--- src/rtl/credit_arb.sv ---
`default_nettype none
// ============================================================================
// Module  : credit_arb
// Brief   : Budget-weighted arbiter. One of NUM_M masters owns a decoded bus
//           to NUM_S slaves and pays its request weight on each owned cycle.
// Rev     : 1.0  initial release
// ============================================================================
module credit_arb #(
    parameter int NUM_M    = 4,
    parameter int NUM_S    = 4,
    parameter int AW       = 32,
    parameter int DW       = 32,
    parameter int QW       = 4,
    parameter int BW       = 8,
    parameter int PERIOD   = 8,
    parameter int REFILL   = 20,
    parameter int CAP      = 150,
    parameter int INIT_BUD = 20
) (
    input  logic                  clk,
    input  logic                  rst,
    input  logic [NUM_M*QW-1:0]   m_req,
    input  logic [NUM_M*AW-1:0]   m_addr,
    input  logic [NUM_M-1:0]      m_rw,
    input  logic [NUM_M*DW-1:0]   m_wdata,
    output logic [NUM_M-1:0]      m_grant,
    output logic [DW-1:0]         m_rdata,
    output logic [NUM_M-1:0]      m_err,
    output logic [NUM_S-1:0]      s_sel,
    output logic                  s_rw,
    output logic [AW-1:0]         s_addr,
    output logic [DW-1:0]         s_wdata,
    input  logic [NUM_S*DW-1:0]   s_rdata
);

    localparam int c_IW = (NUM_M > 1) ? $clog2(NUM_M) : 1;
    localparam int c_SW = (NUM_S > 1) ? $clog2(NUM_S) : 1;
    localparam int c_CW = (PERIOD > 1) ? $clog2(PERIOD) : 1;
    localparam int c_XW = BW + 1;

    localparam logic [c_XW-1:0] c_REFILL = c_XW'(REFILL);
    localparam logic [c_XW-1:0] c_CAP    = c_XW'(CAP);
    localparam logic [BW-1:0]   c_INIT   = BW'(INIT_BUD);
    localparam logic [AW-17:0]  c_HI     = (AW-16)'(16'hFFEF);
    localparam logic [c_IW:0]   c_NUM_M  = (c_IW+1)'(NUM_M);
    localparam logic [c_CW-1:0] c_LAST   = c_CW'(PERIOD - 1);

    typedef enum logic [0:0] {
        ST_ARB = 1'b0,
        ST_OWN = 1'b1
    } state_t;

    state_t              r_state;
    logic [NUM_M-1:0]    r_grant;
    logic [c_IW-1:0]     r_owner;
    logic [c_IW-1:0]     r_rr_ptr;
    logic                r_ready;
    logic [c_CW-1:0]     r_cnt;
    logic [BW-1:0]       r_bud [NUM_M];

    logic [QW-1:0]       w_req [NUM_M];
    logic [AW-1:0]       w_addr [NUM_M];
    logic [DW-1:0]       w_wdata [NUM_M];
    logic [DW-1:0]       w_srd [NUM_S];
    logic [NUM_M-1:0]    w_elig;
    logic [c_XW-1:0]     w_chg [NUM_M];
    logic [c_XW-1:0]     w_after_chg [NUM_M];
    logic [c_XW-1:0]     w_after_ref [NUM_M];
    logic [BW-1:0]       w_bud_nxt [NUM_M];

    logic                w_own_elig;
    logic                w_wrap;
    logic                w_win_vld;
    logic [c_IW-1:0]     w_win_idx;
    logic [QW-1:0]       w_win_req;
    logic [c_IW:0]       w_scan;
    logic [c_IW-1:0]     w_rr_next;

    logic [AW-1:0]       w_own_addr;
    logic [3:0]          w_sidx;
    logic                w_hit;

    genvar gi;
    generate
        for (gi = 0; gi < NUM_M; gi++) begin : g_mst
            assign w_req[gi]   = m_req[gi*QW +: QW];
            assign w_addr[gi]  = m_addr[gi*AW +: AW];
            assign w_wdata[gi] = m_wdata[gi*DW +: DW];
            assign w_elig[gi]  = (w_req[gi] != '0) &&
                                 (c_XW'(r_bud[gi]) >= c_XW'(w_req[gi]));

            // Only a tenure that continues this cycle pays; the dropping cycle is free.
            assign w_chg[gi] = (r_state == ST_OWN && r_owner == c_IW'(gi) && w_own_elig)
                               ? c_XW'(w_req[gi]) : '0;
            assign w_after_chg[gi] = (c_XW'(r_bud[gi]) >= w_chg[gi])
                                     ? c_XW'(r_bud[gi]) - w_chg[gi] : '0;
            assign w_after_ref[gi] = w_wrap ? (w_after_chg[gi] + c_REFILL) : w_after_chg[gi];
            assign w_bud_nxt[gi]   = (w_after_ref[gi] > c_CAP) ? BW'(c_CAP)
                                                               : BW'(w_after_ref[gi]);
        end
        for (gi = 0; gi < NUM_S; gi++) begin : g_slv
            assign w_srd[gi] = s_rdata[gi*DW +: DW];
        end
    endgenerate

    assign w_own_elig = w_elig[r_owner];
    assign w_wrap     = (r_cnt == c_LAST);
    assign w_rr_next  = (w_win_idx == c_IW'(NUM_M - 1)) ? '0 : (w_win_idx + 1'b1);

    // Largest weight wins; scanning from rr_ptr with strict '>' keeps the
    // first-seen master on ties, which gives the round-robin order.
    always_comb begin
        w_win_vld = 1'b0;
        w_win_idx = '0;
        w_win_req = '0;
        w_scan    = '0;
        for (int k = 0; k < NUM_M; k++) begin
            w_scan = {1'b0, r_rr_ptr} + (c_IW+1)'(k);
            if (w_scan >= c_NUM_M) begin
                w_scan = w_scan - c_NUM_M;
            end
            if (w_elig[w_scan[c_IW-1:0]] &&
                (!w_win_vld || (w_req[w_scan[c_IW-1:0]] > w_win_req))) begin
                w_win_vld = 1'b1;
                w_win_idx = w_scan[c_IW-1:0];
                w_win_req = w_req[w_scan[c_IW-1:0]];
            end
        end
    end

    always_ff @(posedge clk) begin
        if (rst) begin
            r_state  <= ST_ARB;
            r_grant  <= '0;
            r_owner  <= '0;
            r_rr_ptr <= '0;
            r_ready  <= 1'b0;
        end else begin
            r_ready <= 1'b1;
            case (r_state)
                ST_ARB: begin
                    // r_ready holds off arbitration on the first edge after reset.
                    if (r_ready && w_win_vld) begin
                        r_state  <= ST_OWN;
                        r_grant  <= NUM_M'(1) << w_win_idx;
                        r_owner  <= w_win_idx;
                        r_rr_ptr <= w_rr_next;
                    end
                end
                ST_OWN: begin
                    if (!w_own_elig) begin
                        r_state <= ST_ARB;
                        r_grant <= '0;
                    end
                end
                default: begin
                    r_state <= ST_ARB;
                    r_grant <= '0;
                end
            endcase
        end
    end

    always_ff @(posedge clk) begin
        if (rst) begin
            r_cnt <= '0;
            for (int i = 0; i < NUM_M; i++) begin
                r_bud[i] <= c_INIT;
            end
        end else begin
            r_cnt <= w_wrap ? '0 : (r_cnt + 1'b1);
            for (int i = 0; i < NUM_M; i++) begin
                r_bud[i] <= w_bud_nxt[i];
            end
        end
    end

    assign w_own_addr = w_addr[r_owner];
    assign w_sidx     = w_own_addr[15:12];
    assign w_hit      = (r_state == ST_OWN) &&
                        (w_own_addr[AW-1:16] == c_HI) &&
                        ({1'b0, w_sidx} < 5'(NUM_S));

    always_comb begin
        s_sel   = '0;
        s_rw    = 1'b0;
        s_addr  = '0;
        s_wdata = '0;
        m_rdata = '0;
        m_err   = '0;
        if (w_hit) begin
            s_sel   = NUM_S'(1) << w_sidx;
            s_rw    = m_rw[r_owner];
            s_addr  = w_own_addr;
            s_wdata = w_wdata[r_owner];
            m_rdata = w_srd[w_sidx[c_SW-1:0]];
        end else if (r_state == ST_OWN) begin
            m_err = r_grant;
        end
    end

    assign m_grant = r_grant;

endmodule
`default_nettype wire

--- config.mk ---
export PLATFORM = sky130hd
export DESIGN_NAME = credit_arb
export DESIGN_NICKNAME = d
export VERILOG_FILES = /design/src/rtl/credit_arb.sv
export SDC_FILE = /design/constraint.sdc
export NUM_CORES = 1
export LEC_CHECK = 0
export BUFFER_PORTS_ARGS = -buffer_cell sky130_fd_sc_hd__buf_2
export CAP_MARGIN = 20
export CORE_AREA = 2 2 202 204
export DETAILED_ROUTE_END_ITERATION = 10
export DIE_AREA = 0 0 204 206
export PLACE_DENSITY = 0.5
export SLEW_MARGIN = 20
export SYNTH_ARGS = -nofsm -noshare
export SYNTH_HDL_FRONTEND = slang
export SYNTH_SLANG_ARGS = --single-unit
--- constraint.sdc ---
create_clock -name clk -period 14.07 [get_ports clk]
set_clock_uncertainty 0.05 [all_clocks]
set_input_delay 2.814 -clock clk [delete_from_list [all_inputs] [get_ports clk]]
set_output_delay 2.814 -clock clk [all_outputs]
set_load 0.1 [all_outputs]
* After elaboration in Yosys (flattened, before gate mapping)
Memory sizes are Yosys's and may differ from the RTL's. Cells that the tools add are included.
Storage, ports and cells: input port bits 406, RAM bits 32, flip-flop bits (word level) 13, memories 1, logic and storage cells 193
Memories:
- r_bud | words 4, width 8, rd ports 4, clocked after Yosys merged registers in 0, wr ports 4, line 59 | logic [BW-1:0] r_bud [NUM_M];
Operators by class: reduce and logical (&&, ||, !) cells 32, eq/ne operators 8, mux-type cells 85, magnitude comparators 31, bitwise operators 11, add/subtract/negate cells 17, shifts and indexed selects 2
Operator list (number):
- two-way mux 32 bit | 9
- binary-select mux 32 bit (select 2 bit) | 3
- two-way mux 4 bit | 20
- two-way mux 9 bit | 8
- greater-or-equal comparator 8 x 4 -> 1 bit | 8
- two-way mux 8 bit | 8
- adder 9 x 5 -> 9 bit (second input constant) | 4
- > comparator 9 x 8 -> 1 bit (second input constant) | 4
- subtractor 8 x 4 -> 9 bit | 4
- binary-select mux 4 bit (select 2 bit) | 4
- greater-or-equal comparator 3 bit (second input constant) | 9
- logical AND 1 bit | 18
- two-way mux 2 bit | 9
- NOT 2 -> 3 bit | 6
- equality test 16 bit (second input constant) | 1
- two-way mux 1 bit | 16
- nonzero test 4 bit | 4
- less-than comparator 2 x 3 -> 1 bit (second input constant) | 5
- binary-select mux 1 bit (select 2 bit) | 6
- > comparator 4 bit | 3
- case mux 4 bit (2 select lines) | 1
- subtractor 2 x 1 -> 2 bit (second input constant) | 4
- adder 2 x 2 -> 3 bit (second input constant) | 2
- equality test 2 bit (second input constant) | 3
- other kinds (18) | 27

* Depth between registers and ports, before layout
Gate-level depths: netlist (run 1).
depth in word-level cells 22, mapped depth 39

* Worst setup path after synthesis (run 1)
No wires, ideal clock.
path type input to output, start point input port m_addr[84], end point output port s_sel[0], setup slack 3.923 ns, cell stages on the path 10, arrival time 7.283 ns, cell sequence nand4b_1 > nor4_1 > a41oi_1 > nor4_1 > a21oi_1 > or3_1 > clkbuf_1 > buf_2 > buf_2 > nor4_1
Between the ends: word-level cells in the longest chain between the ends 7
RTL lines:
- from (decl) | line 23 | input logic [NUM_M*AW-1:0] m_addr,
- binary-select mux 32 bit (select 2 bit) | line 178 | assign w_own_addr = w_addr[r_owner];
- two-way mux 32 bit (implied by the code) (2 in a row) | line 178
- equality test 16 bit | line 181 | (w_own_addr[AW-1:16] == c_HI) &&
- logical AND 1 bit | line 180 | assign w_hit = (r_state == ST_OWN) &&
- logical AND 1 bit | line 181
- two-way mux 4 bit | line 191 | if (w_hit) begin
- to (decl) | line 29 | output logic [NUM_S-1:0] s_sel,
No other way between the ends. The select of a mux whose other input is x is not followed.

* Final worst setup path (run 1)
start point input port m_req[11], end point register r_rr_ptr[1]
Between the ends: word-level cells in the longest chain between the ends 19, elaborated cells between the ends (all ways) 51, those cells by class 1 x add/sub; 4 x order compare; 1 x eq/ne; 32 x mux; 13 x reduce/logical
RTL lines:
- from (decl) | line 22 | input logic [NUM_M*QW-1:0] m_req,
- greater-or-equal comparator 8 x 4 -> 1 bit / nonzero test 4 bit (equally long branches) | line 90, 89
- logical AND 1 bit | line 89 | assign w_elig[gi] = (w_req[gi] != '0) &&
- binary-select mux 1 bit (select 2 bit) | line 122 | if (w_elig[w_scan[c_IW-1:0]] &&
- two-way mux 1 bit (implied by the code) | line 122
- two-way mux 4 bit / two-way mux 1 bit (equally long branches) | line 122
- > comparator 4 bit / zero test 1 bit (equally long branches) | line 123 | (!w_win_vld || (w_req[w_scan[c_IW-1:0]] > w_win_req))) begin
- logical OR 1 bit | line 123
- logical AND 1 bit | line 122
- [5 not listed]
- > comparator 4 bit / zero test 1 bit (equally long branches) | line 123
- logical OR 1 bit | line 123
- logical AND 1 bit | line 122
- two-way mux 2 bit (*) | line 122
- named net w_win_idx[0] | line 74 | logic [c_IW-1:0] w_win_idx;
- adder 2 x 1 -> 2 bit / equality test 2 bit (equally long branches) | line 108 | assign w_rr_next = (w_win_idx == c_IW'(NUM_M - 1)) ? '0 : (w_win_idx + 1'b1);
- two-way mux 2 bit (*) | line 108
- named net w_rr_next[1] | line 77 | logic [c_IW-1:0] w_rr_next;
- to (signal assigned) | line 147 | r_rr_ptr <= w_rr_next;
- to (decl) | line 56 | logic [c_IW-1:0] r_rr_ptr;
The timed path passes the listed nets; every way through them passes the cells marked *. The select of a mux whose other input is x is not followed. A chain may end at the register's enable or synchronous reset.

==> results.json, run 1 <==
{
  "timing.rr.end": "r_rr_ptr[1]$_SDFFE_PP0P_",
  "worst-r2r-setup-slack_ns": 6.02,
  "peakVddDrop_v": 0.00007433,
  "ys_seq_area_share_pct": 10.95,
  "fin_area_sq_mm": 0.01144,
  "synth_top_area_share_pct": 24.64,
  "io_buffers": 511,
  "place_area_sq_mm": 0.01129,
  "crit_fanout": 13,
  "tightest_slew_ns": 0.7980,
  "p_per_area_mw_per_mm2": 128.3,
  "io_pins": 515,
  "synth_ff_type": "dfxtp_1",
  "yosysUniqueCellTypes": 102,
  "clock_sinks": 45,
  "p_leak_uw": 0.005201,
  "tritoncts": "yes",
  "core_area_sq_mm": 0.04018,
  "tns_ns": 0,
  "post_cts_buffers": 0,
  "top_usage_layer": "met2",
  "synth_warnings": 0,
  "synth_top_area_cell": "mux4_2",
  "route.vias.total": 9769,
  "initial_core_util_pct": 20.48,
  "holdCritPathClass": "flip-flop to flip-flop",
  "mostFrequentLayoutCell": "buf_2",
  "grt_pass1_vias": 9389,
  "grtUsageMet3_pct": 7.600,
  "synth-seq-cells": 45,
  "syn2layout_area_growth_pct": 39.07,
  "grt_pass1_wl_microns": 63980,
  "drive_gt1_share_pct": 47.97,
  "dp_hpwl_microns": 40830,
  "worstSetupStartpointType": "input pin",
  "drtAntennaViolNets": 0,
  "drtIter0Drc": 849,
  "cp.depth": 37,
  "dpl.cell_count": 1904,
  "synth_edf_count": 0,
  "multi_input_area_sq_mm": 0.006889,
  "gp_congestion": 0.9501,
  "avgRoutedWirePerCell_microns": 24.80,
  "synthCells": 908,
  "htreeDepth": 2,
  "arrival_ns": 10.48,
  "post-route-min-period_ns": 10.36,
  "worstPathRequired_ns": 14.18,
  "cpMostUsedCell": "ha_1",
  "die_h_microns": 206,
  "hold_depth": 1,
  "period_share_pct": 73.65,
  "nFillCells": 4297,
  "cts.reportedPaths.clkPinSlew_ns": 0.06,
  "max_freq_mhz": 96.50,
  "end_kind": "flip-flop",
  "cts_resized": 0,
  "rr_startpoint": "r_bud[2][0]$_SDFF_PP0_",
  "async_reset_ff_share_pct": 0,
  "critPathSlowestCell": "a2111oi_0",
  "slew_headroom_pct": 46.05,
  "clk_latency_ns": 0.30,
  "syn-mean-instance-area_sq_um": 9.062,
  "use_met2_pct": 34.04,
  "drcViolationCount": 0,
  "dieArea_sq_mm": 0.04202,
  "cap_viol_max_count": 0,
  "grtUsageMet1_pct": 26.56,
  "endpoint": "r_rr_ptr[1]$_SDFFE_PP0P_",
  "nets": 1843,
  "crit_path_max_incr_delay_ns": 0.54,
  "vias_per_cell": 5.101,
  "layout_common_cells": "511 x buf_2, 90 x mux4_2, 89 x nor2b_1",
  "crit_family": "compound AO/OA/AOI/OAI gates",
  "hold_viol": 0,
  "rsz0062_at_grt": "false",
  "r2r_cells": 37,
  "die_x_microns": 204,
  "status": "finished, final reports clean",
  "crit_path_start": "m_req[11]",
  "numCtsBuffers": 5,
  "grtUsageTotal_pct": 21.22,
  "crit_type": "input pin to flip-flop",
  "drtPass1Iterations": 5,
  "grt_max_degree": 75,
  "setup_viol_count_final": 0,
  "routed_wl_microns": 47490,
  "cts_hold_buffers": 0,
  "synth_area_leaders": "mux4_2 25%, dfxtp_1 11%, ha_1 8.2%, nor2b_1 6.8%, nand2_1 2.4%",
  "num_rows": 74,
  "synth.cell_area_sq_mm": 0.008228,
  "root_buffer": "clkbuf_16",
  "final_max_slew_viol_count": 0,
  "grt_overflow_total": 0,
  "path_buf_inv": 3,
  "stdcell_count": 1915,
  "cts.path.max_buffers": 2,
  "antenna_found_initial": 17,
  "seqCellArea_sq_um": 905.9
}
flip-flops by register name, indices dropped and copies added, names as in the netlist:
name / cells
m_grant: 4
r_rr_ptr: 2
r_ready: 1
r_bud: 32
r_cnt: 3
r_state: 1
r_owner: 2
layer usage:
metal | share of wire (%) | routed length, microns | vias up
met5 | 0.24 | 114 | -
met4 | 3.2 | 1503 | 16
met3 | 11 | 5056 | 70
met2 | 46 | 21740 | 500
met1 | 40 | 19080 | 4726
li1 | - | - | 4457
synth_stat cells, types with 5 or more instances:
| library cell | count |
|---|---|
| o21ai_0 | 19 |
| nand4b_1 | 6 |
| mux4_2 | 90 |
| o21ai_1 | 7 |
| ha_1 | 54 |
| or3_1 | 8 |
| a211oi_1 | 5 |
| mux2i_1 | 12 |
| xor2_1 | 13 |
| xnor2_1 | 22 |
| a31oi_1 | 8 |
| buf_2 | 14 |
| nor3_1 | 32 |
| nand2b_1 | 9 |
| buf_1 | 7 |
| nor4_1 | 21 |
| and3_1 | 19 |
| nand3_1 | 17 |
| nand4_1 | 17 |
| nor2b_1 | 89 |
| inv_1 | 52 |
| nor2_1 | 42 |
| a21oi_1 | 32 |
| and2_1 | 17 |
| a21o_1 | 7 |
| a21boi_0 | 5 |
| dfxtp_1 | 45 |
| clkbuf_1 | 34 |
| o211ai_1 | 7 |
| a22o_1 | 5 |
| nand2_1 | 53 |
| o31ai_1 | 6 |
| o21a_1 | 12 |
power breakdown:
| group | internal [uW] | switching, uW | total, uW |
|---|---|---|---|
| Clock | 65.4 | 56.7 | 122 |
| Combinational | 528 | 625 | 1150 |
| Sequential | 152 | 40.8 | 192 |
| Total | 745 | 723 | 1470 |
how the worst min path moves through the flow:
stage / start / end
2_1_floorplan: r_cnt[0]$_SDFF_PP0_ / r_cnt[0]$_SDFF_PP0_
3_5_place_dp: r_cnt[0]$_SDFF_PP0_ / r_cnt[0]$_SDFF_PP0_
5_1_grt: r_cnt[0]$_SDFF_PP0_ / r_cnt[0]$_SDFF_PP0_
4_1_cts: r_cnt[0]$_SDFF_PP0_ / r_cnt[0]$_SDFF_PP0_
6_report: r_cnt[0]$_SDFF_PP0_ / r_cnt[0]$_SDFF_PP0_
3_3_place_gp: r_cnt[0]$_SDFF_PP0_ / r_cnt[0]$_SDFF_PP0_
layout make-up:
cell class	instances	share of cell area (%)
Clock buffer	5	1.093
Sequential cell	45	7.917
Clock inverter	3	0.1531
Multi-Input combinational cell	753	60.21
Inverter	53	1.739
Antenna cell	3	0.06561
Timing Repair Buffer	521	23.01
Tap cell	532	5.817
worst register-to-register path: cells and delay by family (launching register included):
family | cells | cell delay [ns]
buf+inv | 2 | 0.14
compound gates | 18 | 4.18
flops | 1 | 0.31
fa+ha+maj | 5 | 1.44
mux | 2 | 0.43
simple gates | 10 | 1.41
per-stage QoR:
| stage | util, % | hold WS [ns] | power (uW) | setup slack (ns) |
|---|---|---|---|---|
| after detailed placement | 28.09 | 0.3732 | 1335 | 3.325 |
| after global routing | 28.47 | 0.3994 | 1594 | 3.006 |
| after global placement | 28.09 | 0.3717 | 1319 | 3.559 |
| after floorplan | - | 0.3543 | 1046 | 3.923 |
| final | 28.47 | 0.3796 | 1468 | 3.707 |
| after CTS | 28.44 | 0.3826 | 1466 | 3.606 |
cell families after synthesis:
group	Yosys count	share of synthesized area (%)
and+or+nand+nor	365	25.84
AOI/OAI and AO/OA	183	17.41
buffers and inverters	112	5.551
muxes	108	27.10
adders and majority gates	58	9.185
DFF	45	10.95
xor gates and xnor gates	36	3.923
other	1	0.04558
Power figures use the tool's default switching activity.
==> inputs of run 2 (changes only) <==
Settings changed: CORE_AREA 2 2 202 204 to 2 2 200 202, DIE_AREA 0 0 204 206 to 0 0 202 204, PLACE_DENSITY 0.5 to 0.52.
Clock period 14.07 ns to 9.3 ns, I/O delays scaled along.
==> run 2 against run 1 <==
Compared with the run above:
- wire length decreased by 9.3%
- final cell count about the same
- combinational power increased by 52%
- hold slack improved by 0.0011 ns
- via count decreased by 0.94%
- largest cell class unchanged
- largest power group unchanged
- highest routed layer unchanged
==> results.json, run 2 (synthesis results as in run 1) <==
{
  "status": "finished, final reports clean",
  "r2r_cells": 34,
  "root_buffer": "clkbuf_16",
  "fin_area_sq_mm": 0.01151,
  "gp_congestion": 1.021,
  "rsz0062_at_grt": "false",
  "arrival_ns": 8.80,
  "syn2layout_area_growth_pct": 39.95,
  "grtUsageTotal_pct": 19.73,
  "hold_viol": 0,
  "worst-r2r-setup-slack_ns": 1.97,
  "drive_gt1_share_pct": 48.41,
  "p_per_area_mw_per_mm2": 194.5,
  "route.vias.total": 9677,
  "cap_viol_max_count": 0,
  "num_rows": 73,
  "final_core_util_pct": 29.39,
  "cts_hold_buffers": 0,
  "tns_ns": 0,
  "peakVddDrop_v": 0.0001075,
  "p_leak_uw": 0.005245,
  "place_area_sq_mm": 0.01134,
  "routed_wl_microns": 43050,
  "cpMostUsedCell": "ha_1",
  "clock_sinks": 45,
  "hold_depth": 1,
  "avgRoutedWirePerCell_microns": 22.47,
  "max_freq_mhz": 115.1,
  "worstHoldStart": "r_cnt[0]$_SDFF_PP0_",
  "critPathSlowestCell": "o31a_4",
  "crit_path_max_incr_delay_ns": 0.33,
  "final_max_slew_viol_count": 0,
  "dp_hpwl_microns": 36990,
  "holdPathEnd": "r_cnt[0]$_SDFF_PP0_",
  "holdCritPathClass": "flip-flop to flip-flop",
  "numCtsBuffers": 5,
  "io_buffers": 511,
  "tightest_slew_ns": 0.9820,
  "mostFrequentLayoutCell": "buf_2",
  "die_x_microns": 202,
  "drtPass1Iterations": 5,
  "worstSetupStartpointType": "input pin",
  "dieArea_sq_mm": 0.04121,
  "crit_type": "input pin to flip-flop",
  "drtAntennaViolNets": 0,
  "vias_per_cell": 5.051,
  "io_pins": 515,
  "grt_overflow_total": 0,
  "worstPathRequired_ns": 9.41,
  "largest_register_ffs": 32,
  "drcViolationCount": 0,
  "crit_fanout": 10,
  "setup_viol_count_final": 0,
  "hold_slack_ns": 0.3807,
  "period_share_pct": 93.43,
  "clk_latency_ns": 0.30,
  "grt_pass1_vias": 9275,
  "grt_max_degree": 53,
  "layout_common_cells": "511 x buf_2, 90 x mux4_2, 89 x nor2b_1",
  "die_h_microns": 204,
  "largest-register": "r_bud",
  "nets": 1852,
  "grt_pass1_wl_microns": 60340,
  "cts.path.max_buffers": 2,
  "initial_core_util_pct": 21.00,
  "antenna_found_initial": 14,
  "core_area_sq_mm": 0.03918,
  "slew_headroom_pct": 34.45,
  "rr_startpoint": "r_rr_ptr[0]$_SDFFE_PP0P_",
  "post-route-min-period_ns": 8.689,
  "htreeDepth": 2,
  "cts.reportedPaths.clkPinSlew_ns": 0.06,
  "nFillCells": 4175,
  "drtIter0Drc": 718,
  "end_kind": "flip-flop",
  "timing.rr.end": "r_rr_ptr[1]$_SDFFE_PP0P_",
  "tritoncts": "yes"
}
-- run 2: cell count changes in the layout (fill, tap and decap cells not counted), sizes merged --
| cell | delta |
|---|---|
| buf | +9 |
| clkinvlp | -1 |
| clkbuf | +2 |
| clkinv | -2 |
-- run 2: how the worst max path moves through the flow --
stage / depth (start not counted) / start / endpoint
after floorplan: 38 / m_req[8] / r_rr_ptr[1]$_SDFFE_PP0P_
after global placement: 37 / m_req[5] / r_rr_ptr[1]$_SDFFE_PP0P_
after detailed placement: 37 / m_req[5] / r_rr_ptr[1]$_SDFFE_PP0P_
after CTS: 37 / m_req[5] / r_rr_ptr[1]$_SDFFE_PP0P_
after global routing: 38 / m_req[5] / r_rr_ptr[1]$_SDFFE_PP0P_
final: 37 / m_req[15] / r_rr_ptr[1]$_SDFFE_PP0P_
-- run 2: final cells by class --
class | count | area (sq um) | share of cell area (%)
clock buffer | 7 | 142.6 | 1.239
tap | 525 | 656.9 | 5.705
multi-input combinational | 753 | 6903 | 59.95
timing repair buffer | 530 | 2700 | 23.45
inverter | 53 | 198.9 | 1.728
antenna | 3 | 7.507 | 0.06520
sequential | 45 | 905.9 | 7.867
-- run 2: per-layer routing --
layer	vias to the layer above	track usage (%)	share of wire, %
met4	8	4.753	2.1
met2	447	32.52	47
met3	45	3.986	7.7
met1	4706	26.27	43
met5	-	1.786	0.30
li1	4471	-	-
-- run 2: timing repair --
action,in CTS,in global routing
setup endpoints to repair,0,5
buffers inserted,0,1
gates resized for setup,0,5
-- run 2: critical path, delay by kind of cell --
kind            cells  cell delay, ns
buf+inv             4            0.36
mux                 2            0.40
simple gates        9            1.17
fa+ha+maj           5            1.45
compound gates     17            3.53
-- run 2: per-stage QoR --
| step | worst slack, ns | power (uW) | instances |
|---|---|---|---|
| finish | 0.6110 | 2240 | 1916 |
| global route | 0.02068 | 2443 | 1915 |
| CTS | 0.3992 | 2230 | 1912 |
| detailed placement | 0.1283 | 2033 | 1905 |
| global placement | 0.2646 | 2019 | 1905 |
| floorplan | 0.7623 | 1582 | 910 |
-- run 2: where the power goes --
part / internal (uW) / switching (uW) / total [uW]
registers: 229 / 75.8 / 305
logic: 830 / 922 / 1750
clock network: 106 / 76.4 / 182
total: 1170 / 1070 / 2240
